===== src/rtl/ps2_pkg.sv =====
// Shared constants, FSM encoding and event word layout
// for the PS/2 Set-2 key event decoder.
package ps2_pkg;

  localparam logic [7:0] PS2_EXT   = 8'hE0;
  localparam logic [7:0] PS2_BRK   = 8'hF0;
  localparam logic [7:0] PS2_PAUSE = 8'hE1;
  localparam logic [7:0] PS2_ERR0  = 8'h00;
  localparam logic [7:0] PS2_ERR1  = 8'hFF;

  localparam int EV_W = 10;

  typedef enum logic [1:0] {
    ST_IDLE,
    ST_PRE_E0,
    ST_PRE_F0,
    ST_PRE_E0F0
  } ps2_state_e;

  // {ext[9], rel[8], code[7:0]}
  typedef struct packed {
    logic       ext;
    logic       rel;
    logic [7:0] code;
  } ps2_event_t;

  function automatic logic is_prefix(
    input logic [7:0] b
  );
    return (b == PS2_EXT) || (b == PS2_BRK);
  endfunction

endpackage


===== src/rtl/ps2_event_fifo.sv =====
// First-word-fall-through FIFO; head is always on dout.
// A pop frees a slot for a push in the same cycle.
module ps2_event_fifo #(
  parameter int DEPTH  = 8,
  parameter int ADDR_W = 3,
  parameter int W      = 10
) (
  input  logic              inclock,
  input  logic              resetn,
  input  logic              push,
  input  logic [W-1:0]      din,
  input  logic              pop,
  output logic [W-1:0]      dout,
  output logic              full,
  output logic              empty,
  output logic [ADDR_W:0]   count
);

  logic [W-1:0]      mem [DEPTH];
  logic [ADDR_W-1:0] wptr;
  logic [ADDR_W-1:0] rptr;
  logic              do_pop;
  logic              do_push;

  assign full    = (count == (ADDR_W+1)'(DEPTH));
  assign empty   = (count == '0);
  assign do_pop  = pop && !empty;
  assign do_push = push && (!full || do_pop);
  assign dout    = mem[rptr];

  always_ff @(posedge inclock) begin
    if (!resetn) begin
      wptr  <= '0;
      rptr  <= '0;
      count <= '0;
      for (int i = 0; i < DEPTH; i++)
        mem[i] <= '0;
    end else begin
      if (do_push) begin
        mem[wptr] <= din;
        wptr      <= wptr + 1'b1;
      end
      if (do_pop)
        rptr <= rptr + 1'b1;
      if (do_push && !do_pop)
        count <= count + 1'b1;
      else if (do_pop && !do_push)
        count <= count - 1'b1;
    end
  end

endmodule


===== src/rtl/ps2_key_event_decoder.sv =====
// Folds PS/2 Set-2 E0/F0 prefixes into key events,
// filters typematic repeats and queues events in a FIFO.
module ps2_key_event_decoder
  import ps2_pkg::*;
#(
  parameter int DEPTH          = 8,
  parameter int ADDR_W         = 3,
  parameter int TIMEOUT_CYCLES = 2500000,
  parameter int FILTER_REPEAT  = 1
) (
  input  logic            inclock,
  input  logic            resetn,
  input  logic [7:0]      key_data,
  input  logic            key_strobe,
  input  logic            rd_en,
  input  logic            ov_clear,
  output logic            ev_valid,
  output logic [7:0]      ev_code,
  output logic            ev_release,
  output logic            ev_extended,
  output logic [ADDR_W:0] ev_count,
  output logic            overflow,
  output logic            proto_err
);

  localparam int TO_W = $clog2(TIMEOUT_CYCLES + 1);
  localparam logic [TO_W-1:0] TO_LAST =
    TO_W'(TIMEOUT_CYCLES - 1);

  ps2_state_e      state;
  ps2_state_e      state_n;
  logic [TO_W-1:0] to_cnt;
  logic            timeout;
  logic            emit;
  logic            err;
  ps2_event_t      ev_n;

  logic            held_vld;
  logic            held_ext;
  logic [7:0]      held_code;
  logic            ev_match;
  logic            make_hit;

  logic            push;
  logic            pop;
  logic            full;
  logic            empty;
  logic [EV_W-1:0] head;
  ps2_event_t      head_ev;

  always_ff @(posedge inclock) begin
    if (!resetn) state <= ST_IDLE;
    else         state <= state_n;
  end

  assign timeout = (state != ST_IDLE) && !key_strobe
                && (to_cnt == TO_LAST);

  always_comb begin
    state_n = state;
    emit    = 1'b0;
    err     = 1'b0;
    ev_n    = '0;
    ev_n.code = key_data;
    if (key_strobe) begin
      unique case (state)
        ST_IDLE: begin
          unique case (1'b1)
            key_data == PS2_EXT: state_n = ST_PRE_E0;
            key_data == PS2_BRK: state_n = ST_PRE_F0;
            key_data == PS2_ERR0,
            key_data == PS2_ERR1,
            key_data == PS2_PAUSE: ;
            default: emit = 1'b1;
          endcase
        end
        ST_PRE_E0: begin
          unique case (1'b1)
            key_data == PS2_BRK: state_n = ST_PRE_E0F0;
            key_data == PS2_EXT: ;
            default: begin
              emit     = 1'b1;
              ev_n.ext = 1'b1;
              state_n  = ST_IDLE;
            end
          endcase
        end
        ST_PRE_F0: begin
          state_n = ST_IDLE;
          if (is_prefix(key_data)) begin
            err = 1'b1;
          end else begin
            emit     = 1'b1;
            ev_n.rel = 1'b1;
          end
        end
        default: begin
          state_n = ST_IDLE;
          if (is_prefix(key_data)) begin
            err = 1'b1;
          end else begin
            emit     = 1'b1;
            ev_n.ext = 1'b1;
            ev_n.rel = 1'b1;
          end
        end
      endcase
    end else if (timeout) begin
      state_n = ST_IDLE;
      err     = 1'b1;
    end
  end

  // Idle time is only measured while a prefix is pending
  always_ff @(posedge inclock) begin
    if (!resetn)
      to_cnt <= '0;
    else if (key_strobe || timeout || state == ST_IDLE)
      to_cnt <= '0;
    else
      to_cnt <= to_cnt + 1'b1;
  end

  assign ev_match = held_vld
                 && (held_ext == ev_n.ext)
                 && (held_code == ev_n.code);
  assign make_hit = (FILTER_REPEAT != 0)
                 && ev_match && !ev_n.rel;
  assign push     = emit && !make_hit;

  always_ff @(posedge inclock) begin
    if (!resetn) begin
      held_vld  <= 1'b0;
      held_ext  <= 1'b0;
      held_code <= '0;
    end else if (emit) begin
      if (!ev_n.rel && !ev_match) begin
        held_vld  <= 1'b1;
        held_ext  <= ev_n.ext;
        held_code <= ev_n.code;
      end else if (ev_n.rel && ev_match) begin
        held_vld <= 1'b0;
      end
    end
  end

  assign pop = rd_en && !empty;

  ps2_event_fifo #(
    .DEPTH  (DEPTH),
    .ADDR_W (ADDR_W),
    .W      (EV_W)
  ) u_fifo (
    .inclock (inclock),
    .resetn  (resetn),
    .push    (push),
    .din     (ev_n),
    .pop     (pop),
    .dout    (head),
    .full    (full),
    .empty   (empty),
    .count   (ev_count)
  );

  always_ff @(posedge inclock) begin
    if (!resetn)
      overflow <= 1'b0;
    else if (push && full && !pop)
      overflow <= 1'b1;
    else if (ov_clear)
      overflow <= 1'b0;
  end

  always_ff @(posedge inclock) begin
    if (!resetn) proto_err <= 1'b0;
    else         proto_err <= err;
  end

  // Head is forced to zero when empty so outputs never carry stale data
  assign head_ev     = empty ? '0 : ps2_event_t'(head);
  assign ev_valid    = !empty;
  assign ev_code     = head_ev.code;
  assign ev_release  = head_ev.rel;
  assign ev_extended = head_ev.ext;

endmodule


===== config.mk =====
export PLATFORM = sky130hd
export DESIGN_NAME = ps2_key_event_decoder
export DESIGN_NICKNAME = d
export VERILOG_FILES = /design/src/rtl/ps2_pkg.sv /design/src/rtl/ps2_event_fifo.sv /design/src/rtl/ps2_key_event_decoder.sv
export SDC_FILE = /design/constraint.sdc
export NUM_CORES = 1
export LEC_CHECK = 0
export ABC_AREA = 1
export CAP_MARGIN = 20
export CORE_ASPECT_RATIO = 1.5
export CORE_MARGIN = 4
export CORE_UTILIZATION = 55
export DETAILED_ROUTE_END_ITERATION = 7
export PLACE_DENSITY = 0.73
export SLEW_MARGIN = 5
export SYNTH_ARGS = -nofsm -noshare
export SYNTH_HDL_FRONTEND = slang
export SYNTH_HIERARCHICAL = 1
export SYNTH_SLANG_ARGS = --single-unit
export TNS_END_PERCENT = 50

===== constraint.sdc =====
create_clock -name inclock -period 3.2 [get_ports inclock]
set_clock_uncertainty 0.15 [all_clocks]
set_input_delay 0.32 -clock inclock [delete_from_list [all_inputs] [get_ports inclock]]
set_output_delay 0.32 -clock inclock [all_outputs]
set_load 0.02 [all_outputs]

==> qor.yml <==
p_per_area_mw_per_mm2: 686
synth-seq-cells: 129
place_hpwl_um: 11900
rows: 49
clockBufferDepth: 2
synth_largest_area_cell: "edfxtp_1"
hold_class: "primary input to flop"
register_area_mm2: 0.00338
netlist_instances: 867
cts_tree: "yes"
yosysMostFrequentCell: "nor2_1"
post_drt_wl_per_cell_um: 15.1
die_width_um: 98.3
worstPathArrival_ps: 3200
fin_setup_tns_ps: 0
globalRouteOverflowTotal: 0
leakagePower_nw: 3.50
grtUsageTotal: 0.243
required_ps: 3360
rsz0062_at_grt: "no"
synth_top_area_frac: 0.357
synth-edff-count: 80
synthTopCellsByCount: "nor2_1, nand2_1, inv_1, edfxtp_1, dfxtp_1"
final.period_utilization: 0.950
syn-cell-area_mm2: 0.00673
numCtsBuffers: 17
detail_route.drc_violations: 0
fin_crit_ps: 3040
slew_headroom: 0.572
clock_latency_ps: 420
n_antenna_cell: 0
crit_path_end_kind: "flop"
fin_nets: 953
syn_avg_cell_area_um2: 7.76
h-tree-depth: 4
whs_ps: 210
ys_seq_area_frac: 0.503
drv_slew: 0
drtIter0Drc: 290
coreArea_mm2: 0.0120
clockRootBuffer: "clkbuf_16"
drt-pass1-iter-count: 5
wl_met2_um: 9040
initial_core_util: 0.560
synth-main-ff-cell: "edfxtp_1"
postCtsHoldBufs: 0
ant_nets: 0
drt-total-wl_um: 16600
vias: 5846
path_max_fanout: 4
clock-sinks: 129
async_flop_share: 0
topRoutingLayerUsed: "met4"
fillCellCount: 1003
grt_max_degree: 41
vias_per_cell: 5.33
synth_nets: 889
drv_cap: 0
hold_viol_final: 0
crit_type: "primary input to flop"
yosys-top-cells-area: "edfxtp_1, nor2_1, dfxtp_1"
syn2layout_area_growth_pct: 20.1
portBuffers: 29
die_height_um: 143
start_kind: "primary input"
io_pins: 30
drive_gt1_frac: 0.117
multi_input_area_mm2: 0.00278
max_freq_ghz: 0.329
peakVddDrop_mv: 0.454
clk_transition_reported_paths_ps: 60
grt_pass1_wl_um: 26900
outcome: "completed"
grt_pass1_vias: 5868
gp_congestion: 0.907
yosysWarnings: 6
setup_viol: 0
die_area_mm2: 0.0141
ys_types: 37
wl_met3_um: 761
met1_length_um: 6000
antenna_found_initial: 0
tightestPinTransition_ps: 641
==> registers in the layout, summed over array words and instances, names as in the netlist, 2 cells and up, named ones only <==
name          count
state             2
u_fifo/mem       80
u_fifo/rptr       3
held_code         8
to_cnt           22
u_fifo/count      4
u_fifo/wptr       3
==> through the flow <==
step,cells,power [W],worst slack [ps],util,area (um2)
3_3_place_gp,1064,0.00358,-181,0.622,7470
6_report,1097,0.00554,159,0.672,8080
2_1_floorplan,867,0.00304,89.6,-,6730
4_1_cts,1096,0.00557,92.8,0.671,8060
3_5_place_dp,1064,0.00365,-315,0.622,7470
5_1_grt,1097,0.00584,16.0,0.672,8080
==> placed cells by master, fill, tap and decap left out, types with 7 or more instances in the layout <==
master / instances
a21oi_1: 17
buf_12: 8
buf_4: 40
clkbuf_16: 17
clkdlybuf4s50_1: 28
dfxtp_1: 49
edfxtp_1: 80
ha_1: 7
inv_1: 98
nand2_1: 165
nand3_1: 29
nand4_1: 21
nor2_1: 261
nor2_2: 7
nor3_1: 9
o21ai_0: 39
o21ai_1: 8
xor2_1: 13
==> repair_timing <==
item                                    in CTS  in global routing
setup buffers                                0                  1
endpoints found under the setup margin       0                  3
resized for setup                            0                  5
==> layer usage <==
metal	vias up	track usage
li1	2880	-
met1	2718	0.244
met2	189	0.470
met3	59	0.0452
met4	0	0.123
met5	-	0
==> worst max-delay path, cell delays in order <==
cell and delay [ps]:
clkdlybuf4s50_1 540, nand2_1 130, nor2_4 130, nand2_4 80
nand2_4 100, nor2_8 40, nand2_1 70, nand2_1 60
nand3_1 100, inv_1 60, ha_1 200, nor2_2 140
nand2_1 70, inv_1 70, ha_2 180, inv_1 60
ha_1 280, or2_2 320, nand3_1 90, nand3_1 70
nand2_1 70, inv_1 40
==> cells by family after synthesis <==
logic type                 count (synthesis)  synth area share
AOI/OAI and AO/OA                         66            0.0495
xor gates and xnor gates                  14            0.0182
adders and majority gates                  9            0.0179
buffers and inverters                    135            0.0859
DFF                                      129             0.503
and+or+nand+nor                          514             0.326
==> report_power, final <==
group	internal (W)	switching (W)	leakage (nW)
clock network	0.00116	0.000758	0.283
logic	0.000627	0.00102	1.99
registers	0.00188	0.0000902	1.23
total	0.00367	0.00187	3.50
==> worst paths after layout <==
| check | start | slack [ps] | end | cells after the start |
|---|---|---|---|---|
| max | key_data[5] | 160 | u_fifo/count[3]$_SDFFE_PN0P_ | 22 |
| min | key_data[4] | 210 | held_code[4]$_SDFFE_PN0P_ | 4 |
| max reg2reg | u_fifo/count[0]$_SDFFE_PN0P_ | 380 | u_fifo/count[3]$_SDFFE_PN0P_ | 16 |
| min reg2reg | to_cnt[20]$_SDFF_PP0_ | 320 | to_cnt[20]$_SDFF_PP0_ | 2 |
==> area by class of cell <==
type / count / share of cell area
sequential: 129 / 0.419
multi-input combinational: 603 / 0.344
timing repair buffer: 77 / 0.0932
clock buffer: 18 / 0.0531
inverter: 103 / 0.0482
tap: 153 / 0.0237
clock inverter: 14 / 0.0195
No activity file was read; power rests on OpenSTA's default activity.
